--- src/rtl/prng_hex_uart.sv ---
// Sends a captured 64-bit PRNG word over 8N1 UART as 16 uppercase hex characters plus CR/LF.
// Requests that arrive while a frame is in flight are counted in a saturating drop counter.
//
// state   | meaning
// --------+--------------------------------------------------
// S_IDLE  | line idle high, ready to capture a word
// S_START | start bit (0) of the current byte
// S_DATA  | 8 data bits, LSB first
// S_STOP  | stop bit (1); then next byte or back to idle
module prng_hex_uart #(
    parameter int CLK_HZ = 50000000,
    parameter int BAUD   = 115200
) (
    input  logic        clk,
    input  logic        reset,
    input  logic        io_valid,
    input  logic [31:0] io_prngHigh,
    input  logic [31:0] io_prngLow,
    output logic        io_ready,
    output logic        io_tx,
    output logic [7:0]  io_dropCount
);

    localparam int CLKS_PER_BIT = CLK_HZ / BAUD;
    localparam int CNT_W = (CLKS_PER_BIT > 2) ? $clog2(CLKS_PER_BIT) : 1;
    localparam logic [CNT_W-1:0] BIT_LAST = CNT_W'(CLKS_PER_BIT - 1);
    localparam logic [4:0] BYTE_LAST = 5'd17;

    typedef enum logic [1:0] {S_IDLE, S_START, S_DATA, S_STOP} state_t;

    state_t           state_q, state_d;
    logic [CNT_W-1:0] clk_cnt_q, clk_cnt_d;
    logic [2:0]       bit_idx_q, bit_idx_d;
    logic [4:0]       byte_idx_q, byte_idx_d;
    logic [63:0]      word_q, word_d;
    logic [7:0]       drop_q, drop_d;

    logic        bit_done;
    logic [63:0] word_sh;
    logic [3:0]  nib;
    logic [7:0]  cur_byte;

    // Byte being serialised, selected from the held word by byte index
    always_comb begin
        word_sh = word_q << {byte_idx_q, 2'b00};
        nib     = word_sh[63:60];
        if (byte_idx_q == 5'd16) begin
            cur_byte = 8'h0D;
        end else if (byte_idx_q == BYTE_LAST) begin
            cur_byte = 8'h0A;
        end else if (nib < 4'd10) begin
            cur_byte = {4'h3, nib};
        end else begin
            cur_byte = 8'h37 + {4'h0, nib};
        end
    end

    always_comb begin
        state_d    = state_q;
        clk_cnt_d  = clk_cnt_q;
        bit_idx_d  = bit_idx_q;
        byte_idx_d = byte_idx_q;
        word_d     = word_q;
        drop_d     = drop_q;
        io_tx      = 1'b1;
        io_ready   = 1'b0;
        bit_done   = (clk_cnt_q == '0);

        if (io_valid && (state_q != S_IDLE) && (drop_q != 8'hFF)) begin
            drop_d = drop_q + 8'd1;
        end

        if (state_q != S_IDLE) begin
            clk_cnt_d = bit_done ? BIT_LAST : clk_cnt_q - 1'b1;
        end

        case (state_q)
            S_IDLE: begin
                io_ready = 1'b1;
                if (io_valid) begin
                    word_d     = {io_prngHigh, io_prngLow};
                    byte_idx_d = 5'd0;
                    bit_idx_d  = 3'd0;
                    clk_cnt_d  = BIT_LAST;
                    state_d    = S_START;
                end
            end
            S_START: begin
                io_tx = 1'b0;
                if (bit_done) begin
                    bit_idx_d = 3'd0;
                    state_d   = S_DATA;
                end
            end
            S_DATA: begin
                io_tx = cur_byte[bit_idx_q];
                if (bit_done) begin
                    if (bit_idx_q == 3'd7) begin
                        state_d = S_STOP;
                    end else begin
                        bit_idx_d = bit_idx_q + 3'd1;
                    end
                end
            end
            S_STOP: begin
                if (bit_done) begin
                    if (byte_idx_q == BYTE_LAST) begin
                        state_d = S_IDLE;
                    end else begin
                        byte_idx_d = byte_idx_q + 5'd1;
                        state_d    = S_START;
                    end
                end
            end
            default: state_d = S_IDLE;
        endcase
    end

    always_ff @(posedge clk or negedge reset) begin
        if (!reset) begin
            state_q    <= S_IDLE;
            clk_cnt_q  <= '0;
            bit_idx_q  <= 3'd0;
            byte_idx_q <= 5'd0;
            word_q     <= 64'd0;
            drop_q     <= 8'd0;
        end else begin
            state_q    <= state_d;
            clk_cnt_q  <= clk_cnt_d;
            bit_idx_q  <= bit_idx_d;
            byte_idx_q <= byte_idx_d;
            word_q     <= word_d;
            drop_q     <= drop_d;
        end
    end

    assign io_dropCount = drop_q;

endmodule

--- config.mk ---
export PLATFORM = sky130hd
export DESIGN_NAME = prng_hex_uart
export DESIGN_NICKNAME = d
export VERILOG_FILES = /design/src/rtl/prng_hex_uart.sv
export SDC_FILE = /design/constraint.sdc
export NUM_CORES = 1
export LEC_CHECK = 0
export ABC_AREA = 1
export BUFFER_PORTS_ARGS = -buffer_cell sky130_fd_sc_hd__buf_2
export CAP_MARGIN = 25
export CORE_UTILIZATION = 42
export CTS_CLUSTER_DIAMETER = 40
export DETAILED_ROUTE_END_ITERATION = 6
export PLACE_DENSITY_LB_ADDON = 0.25
export SYNTH_ARGS = -nofsm -noshare
export SYNTH_HDL_FRONTEND = slang
export SYNTH_SLANG_ARGS = --single-unit
--- constraint.sdc ---
create_clock -name clk -period 2.2 [get_ports clk]
set_input_delay 0 -clock clk [delete_from_list [all_inputs] [get_ports clk]]
set_output_delay 0 -clock clk [all_outputs]
set_load 0.02 [all_outputs]
==> results of run 1 <==
[power groups by stage]
stage | clock (uW) | sequential, uW | combinational, uW
floorplan | 0 | 1940 | 124
global placement | 0 | 1850 | 403
detailed placement | 0 | 1860 | 416
CTS | 1610 | 1830 | 506
global route | 1660 | 1840 | 552
finish | 1580 | 1830 | 500
[cells by family (layout without fill, tap and decap cells)]
family	count (synthesis)	after routing	share of synthesized area, %
simple gates	332	332	28.4
buf+inv	96	256	8.68
flops	91	91	48.0
compound gates	83	83	9.31
fa+ha+maj	12	12	3.16
xor+xnor	12	12	2.22
mux	1	1	0.237
[registers in the layout (all words and copies together), names as in the netlist]
signal,count
bit_idx_q,3
byte_idx_q,5
clk_cnt_q,9
io_dropCount,8
state_q,2
word_q,64
[repair_timing]
item / 4_1_cts / 5_1_grt
pin swaps: 13 / 13
hold buffers: 65 / 0
endpoints found under the setup margin: 1 / 13
gates resized for setup: 23 / 14
cloned: 1 / 0
hold endpoints to repair: 107 / 0
setup buffers: 5 / 3
[worst reg2reg max path, delay by kind of cell (launching register included)]
kind,cells,cell delay (ns)
adder cells (fa/ha/maj),1,0.15
AO/OA/AOI/OAI,2,0.39
flip-flops,1,0.38
buffers and inverters,4,0.60
AND/OR/NAND/NOR,3,0.35
[cell usage in the layout (no fill, tap or decap), types with 2 or more instances in the layout]
cell type      instances
a21oi_1                8
buf_12                 3
buf_2                 74
buf_4                 21
buf_6                  6
clkbuf_16              9
clkbuf_8               2
clkinv_2               2
dfrtp_1               90
dlygate4sd3_1         65
ha_1                  11
inv_1                 67
inv_2                  3
nand2_1              221
nand2_2                6
nand3_1               36
nand3_2                2
nand4_1                4
nor2_1                43
nor2_2                 5
nor2_4                 4
nor3_1                 5
o21ai_0               56
o21ai_1               10
o21ai_2                2
o21ai_4                2
or2_2                  2
xnor2_1                4
xor2_1                 8
[stage by stage]
| step | util, % | setup WS (ns) | cells | hold slack [ns] | TNS (ns) |
|---|---|---|---|---|---|
| 4_1_cts | 58.6 | -0.302 | 924 | 0.00163 | -0.302 |
| 3_3_place_gp | 48.8 | 0.0524 | 837 | 0.0515 | 0 |
| 6_report | 59.3 | -0.320 | 927 | 0.0115 | -0.320 |
| 2_1_floorplan | - | 0.105 | 627 | -0.296 | 0 |
| 5_1_grt | 59.3 | -0.544 | 927 | 0.0428 | -0.553 |
| 3_5_place_dp | 48.8 | -0.0562 | 837 | 0.0510 | -0.0562 |
[cell usage after synthesis (2+ instances only)]
| library cell | count |
|---|---|
| nand2_2 | 2 |
| xnor2_1 | 4 |
| nor2_1 | 48 |
| o21ai_2 | 2 |
| ha_1 | 12 |
| nand4_1 | 4 |
| dfrtp_1 | 91 |
| inv_1 | 69 |
| nor3_1 | 6 |
| or2_2 | 2 |
| buf_6 | 5 |
| xor2_1 | 8 |
| nand2_1 | 226 |
| a21oi_1 | 8 |
| inv_2 | 2 |
| nor2_4 | 2 |
| clkbuf_1 | 13 |
| o21ai_0 | 60 |
| o21ai_1 | 8 |
| nor2_2 | 2 |
| buf_2 | 5 |
| buf_4 | 2 |
| nand3_1 | 38 |
[final cells by class]
class	count	area (um2)
clock buffers	12	256
clock inverters	4	48.8
fillers	967	4460
inverters	71	269
multi-input cells	440	2150
flip-flops and latches	91	2280
well taps	140	175
repair buffers	169	1310
[final timing paths]
check / from / to / depth (start not counted)
max: byte_idx_q[0] / io_tx / 20
min: io_valid / io_dropCount[6] / 3
max reg2reg: byte_idx_q[1] / byte_idx_q[4] / 10
min reg2reg: word_q[4] / word_q[4] / 2
max in group asynchronous: reset / word_q[35] / 3
min in group asynchronous: reset / word_q[14] / 2
[per-layer routing]
layer  vias to the layer above  wire length [um]  global-route usage [%]
li1                       2268                 -                       -
met1                      2088              5720                    29.3
met2                       102              5730                    37.6
met3                        20               399                    3.80
met4                         0               206                    7.05
met5                         -                 0                       0
==> reports/results.txt, run 1 <==
Leak = 0.00335 uW
Sequential Power Share = 46.8%
crit end category = output pin
Tcrit/Tclk final = 115%
max cap viols = 0
headroom to the max-slew limit = 59.5%
top cells by area, synth = dfrtp_1 (48%), nand2_1 (18%), o21ai_0 (6.3%), inv_1 (5.5%), nand3_1 (4.0%)
delay-heaviest family, CP = simple AND/OR/NAND/NOR gates
worst reg-to-reg setup slack = 0.21 ns
DP HPWL = 7900 um
outcome = complete, but fails checks
number of global-route vias before repair = 4622
Core ar. = 10900 um2
Max rail drop VDD = 0.000761 V
fmax = 0.397 GHz
Net Count, Synth = 706
Port Buf Inserts = 76
synthesized area per cell = 7.57 um2
FF+latch count, synth = 91
Total Power = 3900 uW
max-slew violations = 0
top_reg_cell synth = dfrtp_1
RSZ-0062 raised after global routing = yes
Final Cell Area = 6480 um2
crit start category = register
CP Cell Sequence = buf_6, nor2_4, nor2_1, o21ai_1, nand2_1, nand2_1, nand2_2, o21ai_4, ha_4, inv_4, nor2_4, nand3_2, nand3_2, nand2_1, nand2_1, nand3_1, nand2_1, nand2_2, nand2_2, buf_6
library cells used by synthesis = 31
final wirelength = 12100 um
number of buffers and inverters on the critical path = 3
die area = 11700 um2
combinational power share = 12.8%
Worst path max stage delay = 0.45 ns
Hold Vio Cnt, Final = 0
switching share of power = 24.9%
I/O pin count = 77
Arr. time, crit path = 2.52 ns
top cell type's share of synthesized area = 48.0%
ANT cells = 0
routed via count = 4478
clk buf depth = 2
Yosys warning total = 0
Setup Skew = 0.00812 ns
DRT iter0 DRCs = 214
crit path kind = register to output pin
setup ws final = -0.320 ns
Least-Margin Pin Slew = 0.607 ns
netlist area before placement = 4740 um2
first-pass GRT wire length = 20600 um
CP max-delay cell = dfrtp_2
clock latency at the later pin of the worst-skew pair = 0.34 ns
Req. time, crit path = 2.20 ns
gr usage total = 22.3%
DRC viols = 0
P_int = 2930 uW
area leader, netlist = dfrtp_1
grt total ovfl = 0
routability cong. = 0.843
most frequent CP cell = nand2_1
Die Y = 108 um
final setup fails = 1
Layout area overhead = 36.6%
layout cells sized above 1 = 19.3%
Post-synth EDFFs = 0
largest net degree at the start of global routing = 105
DIE WIDTH = 108 um
cts bufs inserted = 9
root buffer cell = clkbuf_16
sequential cell area fraction in the yosys report = 48.0%
fin nets = 861
DRT Pass-1 Iters = 4
initial antenna violation count = 0
FFs w/ async S/R, synth = 100%
Starting Density = 43.4%
average wire per standard cell = 13.0 um
synthesized instance count = 627
dpl cell area = 5340 um2
Clock Sinks = 91
worst hold-check path type = input pin to register
post-route antenna net violation count = 0
Clock transition at path regs = 0.07 ns
P_sw = 974 uW
H-tree depth = 3
failing checks = setup timing
worst-path fanout max = 5
Pwr Density = 603 nW/um2
CTS tree = built
min cycle time layout = 2.52 ns
routed vias/inst = 4.83
std cell rows = 38
power share of the clock group = 40.4%
No activity file was read; power rests on OpenSTA's default activity.
==> run 2, diff against run 1 <==
--- a/config.mk
+++ b/config.mk
@@ -12,6 +12,7 @@
 export CTS_CLUSTER_DIAMETER = 40
 export DETAILED_ROUTE_END_ITERATION = 6
 export PLACE_DENSITY_LB_ADDON = 0.25
+export RECOVER_POWER = 50
 export SYNTH_ARGS = -nofsm -noshare
 export SYNTH_HDL_FRONTEND = slang
 export SYNTH_SLANG_ARGS = --single-unit
==> reports/results.txt, run 2 (synthesis gave the netlist of run 1 again) <==
outcome = complete, but fails checks
failing checks = setup timing
Worst path max stage delay = 0.45 ns
most frequent CP cell = nand2_1
Finished Core Util = 59.0%
Req. time, crit path = 2.20 ns
DIE WIDTH = 108 um
crit path kind = register to output pin
crit end category = output pin
final setup fails = 1
DP HPWL = 7900 um
RSZ-0062 raised after global routing = yes
DRC viols = 0
I/O pin count = 77
Core ar. = 10900 um2
dpl cells = 837
max reg flops = 64
max cap viols = 0
Die Y = 108 um
largest net degree at the start of global routing = 105
Final Non-Filler Cells = 927
Tcrit/Tclk final = 114%
routability cong. = 0.843
number of global-route vias before repair = 4622
initial antenna violation count = 0
Least-Margin Pin Slew = 1.16 ns
Max rail drop VDD = 0.000728 V
CTS tree = built
Clock Sinks = 91
# fillers = 976
average wire per standard cell = 13.0 um
min cycle time layout = 2.52 ns
gr usage total = 22.3%
highest-count cells in the layout ignoring fill and taps = nand2_1 (221), dfrtp_1 (90), inv_1 (67)
Most flops, register = word_q
CP max-delay cell = dfrtp_2
root buffer cell = clkbuf_16
die area = 11700 um2
commonest non-fill, non-tap cell in the layout = nand2_1
fin nets = 861
clk buf depth = 2
worst slack, placed = -0.0562 ns
ANT cells = 0
DRT iter0 DRCs = 216
Pwr Density = 602 nW/um2
layout cells sized above 1 = 18.3%
Clock transition at path regs = 0.07 ns
post-route antenna net violation count = 0
setup ws final = -0.317 ns
fmax = 0.397 GHz
worst hold-check path type = input pin to register
routed vias/inst = 4.83
Starting Density = 43.4%
crit start category = register
first-pass GRT wire length = 20600 um
Leak = 0.00332 uW
H-tree depth = 3
CP Cell Sequence = buf_6, nor2_4, nor2_1, o21ai_1, nand2_1, nand2_1, nand2_2, o21ai_4, ha_4, inv_4, nor2_4, nand3_2, nand3_2, nand2_1, nand2_1, nand3_1, nand2_1, nand2_2, nand2_2, buf_6
Setup Skew = 0.00810 ns
Arr. time, crit path = 2.52 ns
routed via count = 4479
grt total ovfl = 0
std cell rows = 38
Layout area overhead = 35.9%
clock latency at the later pin of the worst-skew pair = 0.34 ns
final wirelength = 12000 um
max-slew violations = 0
hold slack = 0.0116 ns
headroom to the max-slew limit = 22.9%
DRT Pass-1 Iters = 4
Port Buf Inserts = 76
Hold Vio Cnt, Final = 0
cts bufs inserted = 9
worst-path fanout max = 5
-- run 2: power by group --
group | internal (uW) | switching [uW]
combinational | 217 | 259
sequential | 1750 | 80.3
clock | 941 | 634
-- run 2: final timing paths --
| path | startpoint | end | slack, ns | depth (start not counted) |
|---|---|---|---|---|
| setup reg to reg | byte_idx_q[1] | byte_idx_q[4] | 0.21 | 10 |
| setup / recovery | byte_idx_q[0] | io_tx | -0.32 | 20 |
| min in group asynchronous | reset | word_q[14] | 0.43 | 2 |
| hold reg to reg | word_q[54] | word_q[54] | 0.49 | 2 |
| hold / removal | io_valid | io_dropCount[6] | 0.01 | 3 |
| max in group asynchronous | reset | clk_cnt_q[6] | 0.34 | 3 |
-- run 2: stage by stage --
| stage | TNS (ns) | area [um2] | total power (uW) |
|---|---|---|---|
| floorplan | 0 | 4740 | 2060 |
| global placement | 0 | 5340 | 2250 |
| detailed placement | -0.0562 | 5340 | 2270 |
| CTS | -0.302 | 6410 | 3940 |
| global route | -1.36 | 6450 | 4030 |
| finish | -0.317 | 6450 | 3880 |
-- run 2: critical path: cells and delay by family, from the launching register on --
| kind | cells | cell delay, ns |
|---|---|---|
| AND/OR/NAND/NOR | 14 | 0.97 |
| flip-flops | 1 | 0.45 |
| buffers and inverters | 3 | 0.31 |
| AO/OA/AOI/OAI | 2 | 0.26 |
| adder cells (fa/ha/maj) | 1 | 0.17 |
-- run 2: area by class of cell --
class                      instances  area [um2]  area share (%)
clock buffer                      12         256            3.98
tap                              140         175            2.72
timing repair buffer             169        1280            19.8
sequential                        91        2280            35.3
inverter                          71         269            4.17
multi-input combinational        440        2150            33.3
clock inverter                     4        48.8           0.757
-- run 2: per-layer routing --
metal	vias to the layer above	track usage, %	share of wire, %
met5	-	0	0
li1	2267	-	-
met1	2084	29.3	47
met4	0	7.05	1.7
met3	20	3.80	4.3
met2	108	37.6	47
-- run 2: repair_timing --
item                                    4_1_cts  5_1_grt
buffers inserted                              5        3
hold buffers                                 65        0
pin swaps                                    13       13
endpoints found under the hold margin       107        0
gates cloned                                  1        0
gates resized for setup                      23       14
endpoints found under the setup margin        1       13
==> run 3, diff against run 2 <==
--- a/config.mk
+++ b/config.mk
@@ -8,10 +8,10 @@
 export ABC_AREA = 1
 export BUFFER_PORTS_ARGS = -buffer_cell sky130_fd_sc_hd__buf_2
 export CAP_MARGIN = 25
-export CORE_UTILIZATION = 42
+export CORE_UTILIZATION = 45
 export CTS_CLUSTER_DIAMETER = 40
 export DETAILED_ROUTE_END_ITERATION = 6
-export PLACE_DENSITY_LB_ADDON = 0.25
+export PLACE_DENSITY = 0.74
 export RECOVER_POWER = 50
 export SYNTH_ARGS = -nofsm -noshare
 export SYNTH_HDL_FRONTEND = slang
==> reports/results.txt, run 3 (synthesis gave the netlist of run 1 again) <==
Most flops, register = word_q
layout cells sized above 1 = 17.5%
WL met2 = 5960 um
worst setup path endpoint = io_tx
Die Y = 105 um
ANT cells = 0
worst-path fanout max = 7
crit path kind = register to output pin
post-route antenna net violation count = 0
worst hold-check path type = input pin to asynchronous set/reset pin
crit start category = register
die area = 11000 um2
Register-to-Register Path Depth = 9
failing checks = setup timing
routability cong. = 0.881
clk buf depth = 2
Clock Sinks = 91
headroom to the max-slew limit = 36.0%
DIE WIDTH = 105 um
gr usage total = 24.1%
min cycle time layout = 2.65 ns
root buffer cell = clkbuf_8
Hold Vio Cnt, Final = 0
DRT Pass-1 Iters = 5
outcome = complete, but fails checks
initial antenna violation count = 0
max-slew violations = 0
std cell rows = 37
largest net degree at the start of global routing = 48
Leak = 0.00325 uW
number of global-route vias before repair = 4640
Starting Density = 46.2%
Req. time, crit path = 2.20 ns
cts bufs inserted = 9
max cap viols = 0
Tcrit/Tclk final = 120%
dpl cells = 830
highest-count cells in the layout ignoring fill and taps = nand2_1 (225), dfrtp_1 (90), inv_1 (67)
routed via count = 4543
dpl cell area = 5320 um2
H-tree depth = 3
launching point of the worst reg2reg path = byte_idx_q[0]
average wire per standard cell = 13.3 um
Final Non-Filler Cells = 917
Setup Skew = 0.00937 ns
Pwr Density = 534 nW/um2
RSZ-0062 raised after global routing = yes
top routing layer in use = met4
Arr. time, crit path = 2.65 ns
final setup fails = 1
Clock transition at path regs = 0.08 ns
Final Cell Area = 6320 um2
Least-Margin Pin Slew = 0.960 ns
crit end category = output pin
Port Buf Inserts = 76
CTS tree = built
DP HPWL = 8080 um
Max rail drop VDD = 0.000584 V
Met1 Wirelength = 5400 um
Total Power = 3370 uW
Finished Core Util = 61.5%
worst reg-to-reg setup slack = 0.25 ns
DRC viols = 0
fin nets = 858
DRT iter0 DRCs = 287
I/O pin count = 77
commonest non-fill, non-tap cell in the layout = nand2_1
Core ar. = 10300 um2
routed vias/inst = 4.95
metal3 WL = 487 um
Crit. Startpoint = byte_idx_q[0]
fmax = 0.378 GHz
hold slack = 0.313 ns
first-pass GRT wire length = 21000 um
setup ws final = -0.447 ns
final wirelength = 12200 um
max reg flops = 64
grt total ovfl = 0
Layout area overhead = 33.2%
clock latency at the later pin of the worst-skew pair = 0.37 ns
R2R Path End = byte_idx_q[4]
==> run 3: what timing repair did <==
item                                   CTS  global route
hold buffers                            66             0
buffers inserted                         1             5
setup endpoints to repair                1            13
pin swaps                                1            10
gates resized for setup                  2            25
gates cloned                             1             1
endpoints found under the hold margin  101             0
==> run 3: area by class of cell <==
cell class                      count  area [um2]
Multi-Input combinational cell    440        2130
Fill cell                         871        3960
Timing Repair Buffer              166        1310
Tap cell                          136         170
Clock inverter                      1        8.76
Sequential cell                    91        2280
Inverter                           71         267
Clock buffer                       12         165
==> run 3: metal layers <==
| metal | global-route usage (%) | up-vias |
|---|---|---|
| met5 | 0 | - |
| met4 | 11.4 | 0 |
| met3 | 3.68 | 28 |
| met2 | 40.9 | 135 |
| met1 | 30.2 | 2122 |
| li1 | - | 2258 |
==> run 3: how the worst min path moves through the flow <==
stage                         from           end  cells past startpoint
floorplan                    reset  bit_idx_q[0]                      0
global placement             reset    word_q[49]                      1
detailed placement           reset    word_q[46]                      1
CTS                          reset    word_q[49]                      2
global route        io_prngLow[16]    word_q[16]                      4
finish                       reset    word_q[49]                      2
==> run 3: worst max-delay path: stages (launching register included) <==
cell	delay, ns
dfrtp_2	0.48
buf_12	0.17
nor2_2	0.12
nor2_1	0.06
nand2_1	0.08
nand2_1	0.05
nand2_1	0.07
nand2_2	0.06
o21ai_2	0.21
buf_4	0.17
nand2_4	0.06
nand2_2	0.09
nand2_1	0.05
nand3_1	0.07
nand2_1	0.07
nand2_1	0.06
nand3_1	0.06
nand2_1	0.06
nand2_1	0.05
nand2_1	0.10
buf_6	0.12
==> run 3: where the power goes <==
part,internal (uW),switching [uW]
Sequential,1750,82.6
Clock,490,572
Combinational,217,266
Total,2450,921
==> run 3: per-stage QoR <==
stage	TNS [ns]	setup WS (ns)
after floorplan	0	0.105
after global placement	0	0.0661
after detailed placement	-0.0348	-0.0348
after CTS	-0.427	-0.427
after global routing	-0.630	-0.630
final	-0.447	-0.447
